===== src/rtl/dram_pattern_tester_if.sv =====
// Bus-request bundle between the DRAM pattern tester (master) and the DRAM
// wrapper (slave). Signal names are as seen from the tester side.
interface dram_pattern_tester_if #(
    parameter int WORD_SIZE = 256
) ();
    logic                 cyc_o;
    logic                 stb_o;
    logic                 we_o;
    logic [31:0]          addr_o;
    logic [WORD_SIZE-1:0] data_o;
    logic [WORD_SIZE-1:0] data_i;
    logic                 ack_i;

    modport master (
        output cyc_o, stb_o, we_o, addr_o, data_o,
        input  data_i, ack_i
    );

    modport slave (
        input  cyc_o, stb_o, we_o, addr_o, data_o,
        output data_i, ack_i
    );
endinterface


===== src/rtl/dram_pattern_tester.sv =====
// DRAM pattern tester: after calibration it writes an address-derived pattern
// to NUM_WORDS words, reads them back and compares, reporting pass/fail.
// Optional build macro TESTER_LOOP_EN: clean passes repeat automatically and
// err_count_o shows the number of clean passes instead of the mismatch count.
module dram_pattern_tester #(
    parameter int          WORD_SIZE      = 256,
    parameter int          ADDR_WIDTH     = 25,
    parameter int          NUM_WORDS      = 1024,
    parameter int          START_DELAY    = 1000,
    parameter int          TIMEOUT_CYCLES = 65535,
    parameter logic [31:0] SEED           = 32'hA5A5_0000
) (
    input  logic                  sys_clk,
    input  logic                  rst_n,
    input  logic                  initialized_i,
    input  logic                  start_i,
    dram_pattern_tester_if.master bus,
    output logic                  busy_o,
    output logic                  pass_o,
    output logic                  fail_o,
    output logic                  timeout_o,
    output logic [15:0]           err_count_o,
    output logic [ADDR_WIDTH-1:0] first_err_addr_o
);
    localparam int LANES = WORD_SIZE / 32;
    localparam logic [ADDR_WIDTH-1:0] LAST_IDX = ADDR_WIDTH'(NUM_WORDS - 1);
    localparam logic [15:0]           TMO_LAST = 16'(TIMEOUT_CYCLES - 1);
    localparam logic [15:0]           DELAY_LD = 16'(START_DELAY);

    typedef enum logic [2:0] {
        S_IDLE, S_DELAY, S_WRITE, S_WAIT_WRITE, S_READ, S_WAIT_READ, S_CHECK, S_DONE
    } state_t;

    // Lane k of word idx carries SEED ^ (idx*LANES + k), wrapping at 32 bits.
    function automatic logic [WORD_SIZE-1:0] pattern(input logic [ADDR_WIDTH-1:0] idx);
        logic [WORD_SIZE-1:0] w;
        logic [31:0]          base;
        base = 32'(idx) * 32'(LANES);
        w    = '0;
        for (int k = 0; k < LANES; k++) begin
            w[32*k +: 32] = SEED ^ (base + 32'(k));
        end
        return w;
    endfunction

    state_t                state_q, state_d;
    logic [15:0]           delay_q, delay_d;
    logic [15:0]           tmo_q, tmo_d;
    logic [ADDR_WIDTH-1:0] idx_q, idx_d;
    logic                  cyc_q, cyc_d, stb_q, stb_d, we_q, we_d;
    logic [31:0]           addr_q, addr_d;
    logic [WORD_SIZE-1:0]  data_q, data_d;
    logic [WORD_SIZE-1:0]  rdata_q;
    logic                  busy_q, busy_d, pass_q, pass_d, fail_q, fail_d;
    logic                  timeout_q, timeout_d;
    logic [15:0]           err_q, err_d;
    logic [ADDR_WIDTH-1:0] ferr_q, ferr_d;
    logic [15:0]           loop_q, loop_d;

    // Next-state and next-output logic for the test sequencer.
    always_comb begin
        state_d   = state_q;
        delay_d   = delay_q;
        tmo_d     = tmo_q;
        idx_d     = idx_q;
        cyc_d     = cyc_q;
        stb_d     = stb_q;
        we_d      = we_q;
        addr_d    = addr_q;
        data_d    = data_q;
        busy_d    = busy_q;
        pass_d    = pass_q;
        fail_d    = fail_q;
        timeout_d = timeout_q;
        err_d     = err_q;
        ferr_d    = ferr_q;
        loop_d    = loop_q;

        case (state_q)
            S_IDLE: begin
                if (initialized_i) begin
                    delay_d = DELAY_LD;
                    state_d = S_DELAY;
                end
            end
            S_DELAY: begin
                if (delay_q <= 16'd1) begin
                    state_d   = S_WRITE;
                    idx_d     = '0;
                    err_d     = '0;
                    ferr_d    = '0;
                    loop_d    = '0;
                    busy_d    = 1'b1;
                    pass_d    = 1'b0;
                    fail_d    = 1'b0;
                    timeout_d = 1'b0;
                end else begin
                    delay_d = delay_q - 16'd1;
                end
            end
            S_WRITE, S_READ: begin
                // Bus stays idle this cycle; the request is registered on exit.
                cyc_d  = 1'b1;
                stb_d  = 1'b1;
                we_d   = (state_q == S_WRITE);
                addr_d = 32'(idx_q) << 7;
                if (state_q == S_WRITE) begin
                    data_d = pattern(idx_q);
                end
                tmo_d   = '0;
                state_d = (state_q == S_WRITE) ? S_WAIT_WRITE : S_WAIT_READ;
            end
            S_WAIT_WRITE, S_WAIT_READ: begin
                if (bus.ack_i) begin
                    cyc_d = 1'b0;
                    stb_d = 1'b0;
                    we_d  = 1'b0;
                    if (state_q == S_WAIT_READ) begin
                        state_d = S_CHECK;
                    end else if (idx_q == LAST_IDX) begin
                        idx_d   = '0;
                        state_d = S_READ;
                    end else begin
                        idx_d   = idx_q + 1'b1;
                        state_d = S_WRITE;
                    end
                end else if (tmo_q == TMO_LAST) begin
                    cyc_d     = 1'b0;
                    stb_d     = 1'b0;
                    we_d      = 1'b0;
                    timeout_d = 1'b1;
                    state_d   = S_DONE;
                end else begin
                    tmo_d = tmo_q + 16'd1;
                end
            end
            S_CHECK: begin
                if (rdata_q != pattern(idx_q)) begin
                    if (err_q != 16'hFFFF) begin
                        err_d = err_q + 16'd1;
                    end
                    if (err_q == 16'd0) begin
                        ferr_d = idx_q;
                    end
                end
                if (idx_q == LAST_IDX) begin
                    state_d = S_DONE;
                end else begin
                    idx_d   = idx_q + 1'b1;
                    state_d = S_READ;
                end
            end
            S_DONE: begin
`ifdef TESTER_LOOP_EN
                if (!fail_q) begin
                    // Clean pass: go straight into another write sweep.
                    state_d = S_WRITE;
                    idx_d   = '0;
                    err_d   = '0;
                    ferr_d  = '0;
                    busy_d  = 1'b1;
                    pass_d  = 1'b0;
                    fail_d  = 1'b0;
                end else if (start_i) begin
                    delay_d = DELAY_LD;
                    state_d = S_DELAY;
                end
`else
                if (start_i) begin
                    delay_d = DELAY_LD;
                    state_d = S_DELAY;
                end
`endif
            end
            default: state_d = S_IDLE;
        endcase

        // Verdict is computed once, on the transition into DONE.
        if (state_d == S_DONE && state_q != S_DONE) begin
            busy_d = 1'b0;
            pass_d = (err_d == 16'd0) && !timeout_d;
            fail_d = !((err_d == 16'd0) && !timeout_d);
            if ((err_d == 16'd0) && !timeout_d) begin
                loop_d = loop_q + 16'd1;
            end
        end

        // Losing calibration aborts everything and waits for it to return.
        if (!initialized_i && state_q != S_IDLE) begin
            state_d   = S_IDLE;
            cyc_d     = 1'b0;
            stb_d     = 1'b0;
            we_d      = 1'b0;
            busy_d    = 1'b0;
            pass_d    = 1'b0;
            fail_d    = 1'b0;
            timeout_d = 1'b0;
            err_d     = '0;
            ferr_d    = '0;
            loop_d    = '0;
        end
    end

    // State and output registers.
    always_ff @(posedge sys_clk or negedge rst_n) begin
        if (!rst_n) begin
            state_q   <= S_IDLE;
            delay_q   <= '0;
            tmo_q     <= '0;
            idx_q     <= '0;
            cyc_q     <= 1'b0;
            stb_q     <= 1'b0;
            we_q      <= 1'b0;
            addr_q    <= '0;
            data_q    <= '0;
            busy_q    <= 1'b0;
            pass_q    <= 1'b0;
            fail_q    <= 1'b0;
            timeout_q <= 1'b0;
            err_q     <= '0;
            ferr_q    <= '0;
            loop_q    <= '0;
        end else begin
            state_q   <= state_d;
            delay_q   <= delay_d;
            tmo_q     <= tmo_d;
            idx_q     <= idx_d;
            cyc_q     <= cyc_d;
            stb_q     <= stb_d;
            we_q      <= we_d;
            addr_q    <= addr_d;
            data_q    <= data_d;
            busy_q    <= busy_d;
            pass_q    <= pass_d;
            fail_q    <= fail_d;
            timeout_q <= timeout_d;
            err_q     <= err_d;
            ferr_q    <= ferr_d;
            loop_q    <= loop_d;
        end
    end

    // Read data is captured on the acknowledging cycle for the CHECK compare.
    always_ff @(posedge sys_clk) begin
        if (state_q == S_WAIT_READ && bus.ack_i) begin
            rdata_q <= bus.data_i;
        end
    end

    assign bus.cyc_o        = cyc_q;
    assign bus.stb_o        = stb_q;
    assign bus.we_o         = we_q;
    assign bus.addr_o       = addr_q;
    assign bus.data_o       = data_q;
    assign busy_o           = busy_q;
    assign pass_o           = pass_q;
    assign fail_o           = fail_q;
    assign timeout_o        = timeout_q;
    assign first_err_addr_o = ferr_q;
`ifdef TESTER_LOOP_EN
    assign err_count_o      = loop_q;
`else
    assign err_count_o      = err_q;
`endif
endmodule


===== src/flat_wrapper.sv =====
// flat-port wrapper written by rule: the top's interface ports become plain ports
module dram_pattern_tester_flat 
#(
    parameter int          WORD_SIZE      = 256,
    parameter int          ADDR_WIDTH     = 25,
    parameter int          NUM_WORDS      = 1024,
    parameter int          START_DELAY    = 1000,
    parameter int          TIMEOUT_CYCLES = 65535,
    parameter logic [31:0] SEED           = 32'hA5A5_0000
)
  (sys_clk, rst_n, initialized_i, start_i, busy_o, pass_o, fail_o, timeout_o, err_count_o, first_err_addr_o, bus_cyc_o, bus_stb_o, bus_we_o, bus_addr_o, bus_data_o, bus_data_i, bus_ack_i);
  dram_pattern_tester_if #(.WORD_SIZE(WORD_SIZE)) bus_i ();
  input  logic sys_clk;
  input  logic rst_n;
  input  logic initialized_i;
  input  logic start_i;
  output logic busy_o;
  output logic pass_o;
  output logic fail_o;
  output logic timeout_o;
  output logic [15:0] err_count_o;
  output logic [ADDR_WIDTH-1:0] first_err_addr_o;
  output wire logic [$bits(bus_i.cyc_o)-1:0] bus_cyc_o;
  output wire logic [$bits(bus_i.stb_o)-1:0] bus_stb_o;
  output wire logic [$bits(bus_i.we_o)-1:0] bus_we_o;
  output wire logic [$bits(bus_i.addr_o)-1:0] bus_addr_o;
  output wire logic [$bits(bus_i.data_o)-1:0] bus_data_o;
  input wire logic [$bits(bus_i.data_i)-1:0] bus_data_i;
  input wire logic [$bits(bus_i.ack_i)-1:0] bus_ack_i;
  assign bus_cyc_o = bus_i.cyc_o;
  assign bus_stb_o = bus_i.stb_o;
  assign bus_we_o = bus_i.we_o;
  assign bus_addr_o = bus_i.addr_o;
  assign bus_data_o = bus_i.data_o;
  assign bus_i.data_i = bus_data_i;
  assign bus_i.ack_i = bus_ack_i;
  dram_pattern_tester #(.WORD_SIZE(WORD_SIZE), .ADDR_WIDTH(ADDR_WIDTH), .NUM_WORDS(NUM_WORDS), .START_DELAY(START_DELAY), .TIMEOUT_CYCLES(TIMEOUT_CYCLES), .SEED(SEED)) u_core (.sys_clk(sys_clk), .rst_n(rst_n), .initialized_i(initialized_i), .start_i(start_i), .bus(bus_i), .busy_o(busy_o), .pass_o(pass_o), .fail_o(fail_o), .timeout_o(timeout_o), .err_count_o(err_count_o), .first_err_addr_o(first_err_addr_o));
endmodule

===== config.mk =====
export PLATFORM = sky130hd
export DESIGN_NAME = dram_pattern_tester_flat
export DESIGN_NICKNAME = d
export VERILOG_FILES = /design/src/rtl/dram_pattern_tester_if.sv /design/src/rtl/dram_pattern_tester.sv /design/src/flat_wrapper.sv
export SDC_FILE = /design/constraint.sdc
export NUM_CORES = 1
export LEC_CHECK = 0
export BUFFER_PORTS_ARGS = -buffer_cell sky130_fd_sc_hd__buf_4
export CAP_MARGIN = 20
export CORE_MARGIN = 5
export CORE_UTILIZATION = 35
export CTS_CLUSTER_SIZE = 28
export DETAILED_ROUTE_END_ITERATION = 7
export HOLD_SLACK_MARGIN = 0.12
export PLACE_DENSITY = 0.66
export SLEW_MARGIN = 10
export SYNTH_ARGS = -nofsm -noshare
export SYNTH_HDL_FRONTEND = slang
export SYNTH_SLANG_ARGS = --single-unit

===== constraint.sdc =====
create_clock -name sys_clk -period 10 [get_ports sys_clk]
set_input_delay 0 -clock sys_clk [delete_from_list [all_inputs] [get_ports sys_clk]]
set_output_delay 0 -clock sys_clk [all_outputs]
set_load 0.02 [all_outputs]

==> flow_summary.ini, run 1 <==
[route]
wl_per_cell_microns = 22.0
first_pass_iters = 7
drt-total-wl_microns = 69200
route.detailed.drc = 0
drtIter0Drc = 1195
vias = 15600
vias_per_cell = 4.96
ant_nets = 0

[synthesis]
ys.flop_type = edfxtp_1
syn-instance-count = 1640
ys_ff_latch = 414
ys_warn_count = 0
synth_top_area_share_pct = 39.1
syn_area_per_cell_sq_um = 12.0
synth-edff-count = 256
synth_area_sq_um = 19700
post-synth-top-count-cell = edfxtp_1
async_flop_share_pct = 38.2
synth_area_leaders = edfxtp_1, dfrtp_1, buf_4
synth_commonest_cells = edfxtp_1, buf_4, dfrtp_1, nand2_1, xnor2_1
ys_types = 72
synth_seq_area_share_pct = 59.2
yosysTopAreaCell = edfxtp_1

[power_and_ir_drop]
p_comb_share_pct = 9.5
ir_drop_v = 0.000146
internal_power_mw = 2.99
p_leak_nw = 11.7
powerDensity_nw_per_um2 = 138
finalPower_mw = 3.87
clock_power_share_pct = 42.5
p_switching_mw = 0.885
p_sw_share_pct = 22.9
p_seq_share_pct = 48.0

[setup_path]
crit_slowest_cell = dfrtp_1
critPathLaunchType = flip-flop
worstPathMaxFanout = 18
path_cells = xnor2_1 -> nand4_1 -> nor4_1 -> nand4_1 -> nor4_4 -> nor3_1 -> mux2_4 -> a2111oi_2 -> nand4_1 -> o21a_1
rr_startpoint = u_core.idx_q[12]
r2r_end = u_core.fail_o
r2r_slack_ns = 5.40
path_class = flip-flop to flip-flop
crit_required_ns = 10.46
crit_path_end_kind = flip-flop
arrival_ns = 5.06
reg2reg_depth = 10
crit_path_max_incr_delay_ns = 1.02
path_buf_inv = 0
crit_top_cell = nand4_1
critPathTopFamily = simple AND/OR/NAND/NOR gates

[timing]
maxSlewViolCount = 0
whs_ns = 0.111
setup_slack_ns = 5.40
fin_worst_skew_ns = 0.0317
fin_tns_setup_ns = 0
fin_crit_ns = 4.60
fin_crit_sh_pct = 46.0
tightest_slew_ns = 1.13
final-hold-violation-count = 0
setup_viol = 0
max_freq_mhz = 217
max_slew_margin_pct = 23.8
rsz0062_at_grt = no

[die]
start_util_pct = 35.5
design.core.area_sq_um = 55400
die-area_sq_um = 61000
ioPinCount = 597
die_h_microns = 247
die_w_microns = 247
rows = 86

[clock_tree]
clock_latency_ns = 0.59
clkSinkCount = 414
cts_buffer_depth = 3
clkTransAtPathRegs_ns = 0.06
cts_setup_buffers = 0
cts_tree = built
cts_buffers = 45
root_buffer = clkbuf_16
htreeDepth = 2

[global_route]
first_global_vias = 15900
grt_pass1_wl_microns = 101000
grt.busiest_layer = met2
track_usage_pct = 21.7
antenna_found_initial = 5
met3_usage_pct = 3.48
grt_max_degree = 89
gr-total-overflow = 0
use_met1_pct = 27.6
use_met2_pct = 38.3

[final_layout]
nNetsFinal = 2619
drive_gt1_share_pct = 28.8
area_growth_pct = 42.6

[job]
cap_violations = 0

[worst_hold_path]
hp-class = primary input to asynchronous set/reset pin

[outcome]
status = completed

[placement]
dp_slack_ns = 5.49
gp_congestion = 0.919
dp_hpwl_microns = 47500
port_buffers = 561
[through the flow]
stage / cells / instance area (sq um) / utilization [%]
after floorplan: 1674 / 19800 / -
after global placement: 2692 / 23000 / 41.5
after detailed placement: 2693 / 23000 / 41.5
after CTS: 3134 / 28000 / 50.6
after global routing: 3138 / 28000 / 50.6
final: 3140 / 28000 / 50.6
[flip-flops by register name, indices dropped and copies added (netlist names), 3 cells and up]
| register | count |
|---|---|
| u_core.bus.data_o | 26 |
| u_core.idx_q | 25 |
| u_core.err_count_o | 16 |
| u_core.rdata_q | 256 |
| u_core.bus.addr_o | 25 |
| u_core.state_q | 3 |
| u_core.delay_q | 16 |
| u_core.first_err_addr_o | 25 |
| u_core.tmo_q | 16 |
[layout by cell type (no fill, tap or decap), types with 26 or more instances in the layout]
cell / netlist / layout
xnor2_1: 90 / 90
o21ai_0: 42 / 42
edfxtp_1: 256 / 256
xor2_1: 53 / 53
nand3_1: 49 / 49
a22o_1: 27 / 27
and3_1: 29 / 28
clkbuf_16: 0 / 45
conb_1: 1 / 35
dfrtp_1: 158 / 158
nand2_1: 134 / 134
dlygate4sd3_1: 0 / 359
nor3_1: 35 / 35
nor4_1: 44 / 43
nand4_1: 73 / 73
buf_4: 240 / 573
or3_1: 26 / 26
nor2_1: 72 / 71
[cells by family (layout without fill, tap and decap cells)]
group           after synthesis  after routing  share of synthesized area, %
fa+ha+maj                     7              7                         0.446
flops                       414            414                          59.2
simple gates                565            565                          15.9
other cells                   1             41                        0.0191
buf+inv                     319           1031                          10.9
mux                          27             27                          1.53
compound gates              164            164                          5.62
xor+xnor                    143            143                          6.37
[power groups by stage]
stage          clock network [mW]  logic (mW)  registers (mW)
2_1_floorplan                   0       0.135            1.89
3_3_place_gp                    0       0.245            1.89
3_5_place_dp                    0       0.250            1.89
4_1_cts                      1.68       0.363            1.86
5_1_grt                      1.76       0.391            1.86
6_report                     1.65       0.367            1.86
[worst max-delay path by stage]
stage | startpoint | endpoint | slack (ns) | cells after the start
floorplan | u_core.state_q[2] | u_core.rdata_q[0] | 2.51 | 3
finish | u_core.idx_q[12] | u_core.fail_o | 5.40 | 10
detailed placement | u_core.idx_q[12] | u_core.fail_o | 5.49 | 10
global placement | u_core.idx_q[15] | u_core.first_err_addr_o[12] | 5.44 | 8
CTS | u_core.idx_q[12] | u_core.fail_o | 5.45 | 10
global route | u_core.idx_q[15] | u_core.fail_o | 5.20 | 10
[repair_timing]
action / CTS / global route
hold buffers: 359 / 0
hold endpoints to repair: 408 / 0
gates resized for setup: 0 / 0
[cell type report]
class                   instances  area [sq um]
fillers                      4684         27400
flip-flops and latches        414         11600
repair buffers                934          7920
multi-input cells             941          6020
clock buffers                  50          1150
well taps                     748           936
clock inverters                32           282
inverters                      15          56.3
diodes                          6          15.0
[metal layers]
metal / part of all wire, % / vias to the layer above / wire length [microns]
li1: - / 7150 / -
met1: 40 / 7719 / 27700
met2: 51 / 609 / 35500
met3: 6.1 / 109 / 4230
met4: 2.5 / 0 / 1740
met5: 0 / - / 0
Note: power is estimated with default switching activity, not from simulation.
==> run 2, diff against run 1 <==
==> constraint.sdc (replaced) <==
create_clock -name sys_clk -period 4.8 [get_ports sys_clk]
set_input_delay 0 -clock sys_clk [delete_from_list [all_inputs] [get_ports sys_clk]]
set_output_delay 0 -clock sys_clk [all_outputs]
set_load 0.02 [all_outputs]
==> flow_summary.ini, run 2 (synthesized netlist as in run 1, its figures left out) <==
[timing]
maxSlewViolCount = 0
setup_slack_ns = 0.926
tightest_slew_ns = 1.06
setup_viol = 0
fin_crit_ns = 3.87
fin_worst_skew_ns = 0.0285
fin_crit_sh_pct = 80.7
max_freq_mhz = 258
final-hold-violation-count = 0
rsz0062_at_grt = no
max_slew_margin_pct = 29.4
fin_tns_setup_ns = 0

[route]
drt-total-wl_microns = 70400
drtIter0Drc = 1337
vias_per_cell = 5.00
vias = 15700
wl_per_cell_microns = 22.4
first_pass_iters = 6
route.detailed.drc = 0
ant_nets = 0

[final_layout]
nFillCells = 4650
area_growth_pct = 43.1
final_cell_mix = buf_4, dlygate4sd3_1, edfxtp_1
nNetsFinal = 2618
largest_reg_flops = 256
mostFrequentLayoutCell = buf_4
regMostFlops = u_core.rdata_q
finalInstanceArea_sq_um = 28100
drive_gt1_share_pct = 29.5

[clock_tree]
cts_tree = built
cts_buffers = 45
htreeDepth = 2
cts_setup_buffers = 0
cts_buffer_depth = 3
clkSinkCount = 414
cts_resized = 0
root_buffer = clkbuf_16
clock_latency_ns = 0.59
clkTransAtPathRegs_ns = 0.06
cts_hold_buf = 346

[placement]
gp_congestion = 0.914
dp_hpwl_microns = 49200
dp_slack_ns = 0.957
port_buffers = 561
place_area_sq_um = 23100

[power_and_ir_drop]
p_sw_share_pct = 22.9
clock_power_share_pct = 43.6
internal_power_mw = 6.34
p_comb_share_pct = 9.3
powerDensity_nw_per_um2 = 292
p_leak_nw = 11.8
ir_drop_v = 0.000292
finalPower_mw = 8.21
p_switching_mw = 1.88
p_seq_share_pct = 47.1

[global_route]
first_global_vias = 16000
gr-total-overflow = 0
grt_max_degree = 86
grt_pass1_wl_microns = 102000
antenna_found_initial = 5
track_usage_pct = 22.1

[setup_path]
path_class = flip-flop to flip-flop
worstPathMaxFanout = 18
arrival_ns = 4.35
crit_path_end_kind = flip-flop
critPathLaunchType = flip-flop
crit_required_ns = 5.27
reg2reg_depth = 11

[job]
cap_violations = 0

[die]
rows = 86
start_util_pct = 35.5
die_h_microns = 247
die_w_microns = 247
ioPinCount = 597
die-area_sq_um = 61000
design.core.area_sq_um = 55400

[worst_hold_path]
min_path_cells = 2
hp-class = primary input to flip-flop

[outcome]
status = completed
[run 2: worst max-delay path: stages (launching register included)]
cell and delay, ns:
dfrtp_1 0.98, xor2_1 0.24, nand4_1 0.11, nor4_1 0.47, nand4_1 0.26, nor4_4 0.24
buf_4 0.29, nor3_1 0.10, mux2_4 0.33, a2111oi_2 0.31, nand4_1 0.18, o21a_1 0.22
[run 2: per-layer routing]
metal / vias to the layer above / GRT usage (%) / wire, microns
li1: 7140 / - / -
met1: 7753 / 28.8 / 28600
met2: 705 / 38.4 / 35700
met3: 117 / 2.98 / 4200
met4: 0 / 6.86 / 1960
met5: - / 0 / 0
[run 2: worst paths after layout]
| check | to | slack, ns | from |
|---|---|---|---|
| worst min-delay path | u_core.rdata_q[252] | 0.14 | bus_data_i[252] |
| worst max-delay path | u_core.fail_o | 0.93 | u_core.idx_q[18] |
| min in group asynchronous | u_core.err_count_o[12] | 0.51 | rst_n |
| worst max register to register | u_core.fail_o | 0.93 | u_core.idx_q[18] |
| worst min register to register | u_core.bus.addr_o[17] | 0.48 | u_core.bus.addr_o[17] |
| max in group asynchronous | u_core.first_err_addr_o[14] | 3.35 | rst_n |
[run 2: area by class of cell]
cell class                 instances  area (sq um)  area share (%)
clock buffer                      57          1240            4.42
antenna                            5          12.5          0.0445
sequential                       414         11600            41.4
timing repair buffer             933          7920            28.2
tap                              748           936            3.33
inverter                          15          56.3           0.200
clock inverter                    27           283            1.01
multi-input combinational        941          6020            21.4
[run 2: power groups by stage]
stage               sequential, mW  combinational (mW)  clock [mW]
global route                  3.88               0.808        3.79
CTS                           3.87               0.746        3.63
floorplan                     3.94               0.281           0
global placement              3.94               0.513           0
detailed placement            3.95               0.517           0
finish                        3.87               0.760        3.58
[run 2: metrics by stage]
| step | utilization [%] | std cells | hold WS [ns] |
|---|---|---|---|
| 6_report | 50.7 | 3140 | 0.138 |
| 3_5_place_dp | 41.6 | 2703 | -0.0250 |
| 3_3_place_gp | 41.6 | 2703 | -0.0238 |
| 2_1_floorplan | - | 1674 | -0.296 |
| 5_1_grt | 50.7 | 3140 | 0.124 |
| 4_1_cts | 50.7 | 3133 | 0.120 |
==> run 3, diff against run 2 <==
==> constraint.sdc (replaced) <==
create_clock -name sys_clk -period 3.8 [get_ports sys_clk]
set_input_delay 0 -clock sys_clk [delete_from_list [all_inputs] [get_ports sys_clk]]
set_output_delay 0 -clock sys_clk [all_outputs]
set_load 0.02 [all_outputs]
==> flow_summary.ini, run 3 (synthesized netlist as in run 1, its figures left out) <==
[outcome]
status = completed

[final_layout]
nNetsFinal = 2722
nFillCells = 4562
largest_reg_flops = 256
final_cell_mix = buf_4, dlygate4sd3_1, edfxtp_1
drive_gt1_share_pct = 30.1
regArea_sq_um = 11600
final_util_pct = 52.6
mostFrequentLayoutCell = buf_4
multi_input_area_sq_um = 6040
area_growth_pct = 48.4
regMostFlops = u_core.rdata_q

[worst_hold_path]
hp-class = primary input to flip-flop

[route]
route.detailed.drc = 0
ant_nets = 0
wl_per_cell_microns = 22.6
first_pass_iters = 7
drtIter0Drc = 1295
drt-total-wl_microns = 73400
vias_per_cell = 5.00
vias = 16200

[setup_path]
critPathLaunchType = flip-flop
crit_required_ns = 4.28
path_class = flip-flop to flip-flop
arrival_ns = 4.14
worstPathMaxFanout = 10
crit_path_end_kind = flip-flop

[placement]
port_buffers = 561
gp_congestion = 0.883
dp_slack_ns = -0.0258
dp_hpwl_microns = 49800

[clock_tree]
clkSinkCount = 414
cts_buffers = 47
cts_tree = built
clock_latency_ns = 0.59
root_buffer = clkbuf_16
cts_buffer_depth = 3
htreeDepth = 2
clkTransAtPathRegs_ns = 0.06

[timing]
fin_worst_skew_ns = 0.0231
fin_tns_setup_ns = 0
fin_crit_ns = 3.66
tightest_slew_ns = 1.02
fin_crit_sh_pct = 96.3
max_freq_mhz = 273
max_slew_margin_pct = 32.2
setup_slack_ns = 0.140
maxSlewViolCount = 0
final-hold-violation-count = 0
setup_viol = 0

[global_route]
grt_max_degree = 82
first_global_vias = 16900
grt_pass1_wl_microns = 107000
track_usage_pct = 23.1
gr-total-overflow = 0
antenna_found_initial = 4

[die]
ioPinCount = 597
start_util_pct = 35.5
design.core.area_sq_um = 55400
die_w_microns = 247
rows = 86
die_h_microns = 247
die-area_sq_um = 61000

[job]
cap_violations = 0

[power_and_ir_drop]
ir_drop_v = 0.000362
p_leak_nw = 12.3
finalPower_mw = 10.6
powerDensity_nw_per_um2 = 363
## run 3: changes by cell type in the layout (fill, tap and decap cells not counted), moves of 2 or more
cell	delta
buf_4	+37
clkbuf_1	+2
clkinv_1	+2
dlygate4sd3_1	+58
buf_12	+7
clkinv_2	-2
clkinv_4	+2
inv_6	-5
clkbuf_8	+2
## run 3: layout make-up
| type | instances | area share, % |
|---|---|---|
| diodes | 4 | 0.0343 |
| clock buffers | 62 | 4.46 |
| clock inverters | 24 | 0.918 |
| inverters | 15 | 0.193 |
| multi-input cells | 941 | 20.7 |
| flip-flops and latches | 414 | 39.9 |
| well taps | 748 | 3.21 |
| repair buffers | 1035 | 30.6 |
## run 3: worst max-delay path: stages (launching register included)
cell and delay [ns]:
dfrtp_1 0.64, or3b_1 0.39, a22oi_1 0.24, nand2_1 0.09
or4_4 0.52, nor4_4 0.26, buf_4 0.19, buf_4 0.18
o21bai_1 0.08, o211ai_1 0.12, nor4bb_1 0.41, nand4_1 0.19
o21a_1 0.22
## run 3: timing repair
action,in CTS,in global routing
resized for setup,2,1
buffers inserted,0,1
hold buffers,403,3
endpoints found under the hold margin,383,3
gates cloned,0,0
setup endpoints to repair,1,2
pin swaps,0,1
## run 3: report_power, final
| part | leakage (nW) | switching, mW | internal (mW) |
|---|---|---|---|
| Combinational | 7.09 | 0.425 | 0.600 |
| Clock | 0.768 | 1.97 | 2.71 |
| Sequential | 4.46 | 0.0600 | 4.82 |
| Total | 12.3 | 2.46 | 8.13 |
## run 3: layer usage
metal	vias up	track usage, %	part of all wire (%)
li1	7344	-	-
met4	0	7.58	3.3
met5	-	0	0
met3	127	4.11	6.4
met1	8015	28.4	39
met2	714	41.3	51
## run 3: metrics by stage
step	std cells	area, sq um	hold slack [ns]
4_1_cts	3235	29100	0.120
3_5_place_dp	2746	23500	0.147
5_1_grt	3243	29200	0.118
3_3_place_gp	2746	23500	0.125
6_report	3243	29200	0.139
2_1_floorplan	1674	19800	-0.296
## run 3: path summary, 6_finish.rpt
kind                                         end  depth (start not counted)             startpoint  slack, ns
max in group asynchronous       u_core.idx_q[20]                          4                  rst_n       2.80
setup reg to reg                   u_core.fail_o                         12       u_core.idx_q[21]       0.14
hold reg to reg            u_core.bus.addr_o[27]                          2  u_core.bus.addr_o[27]       0.47
setup / recovery                   u_core.fail_o                         12       u_core.idx_q[21]       0.14
min in group asynchronous          u_core.pass_o                          4                  rst_n       0.54
hold / removal               u_core.rdata_q[211]                          2        bus_data_i[211]       0.14
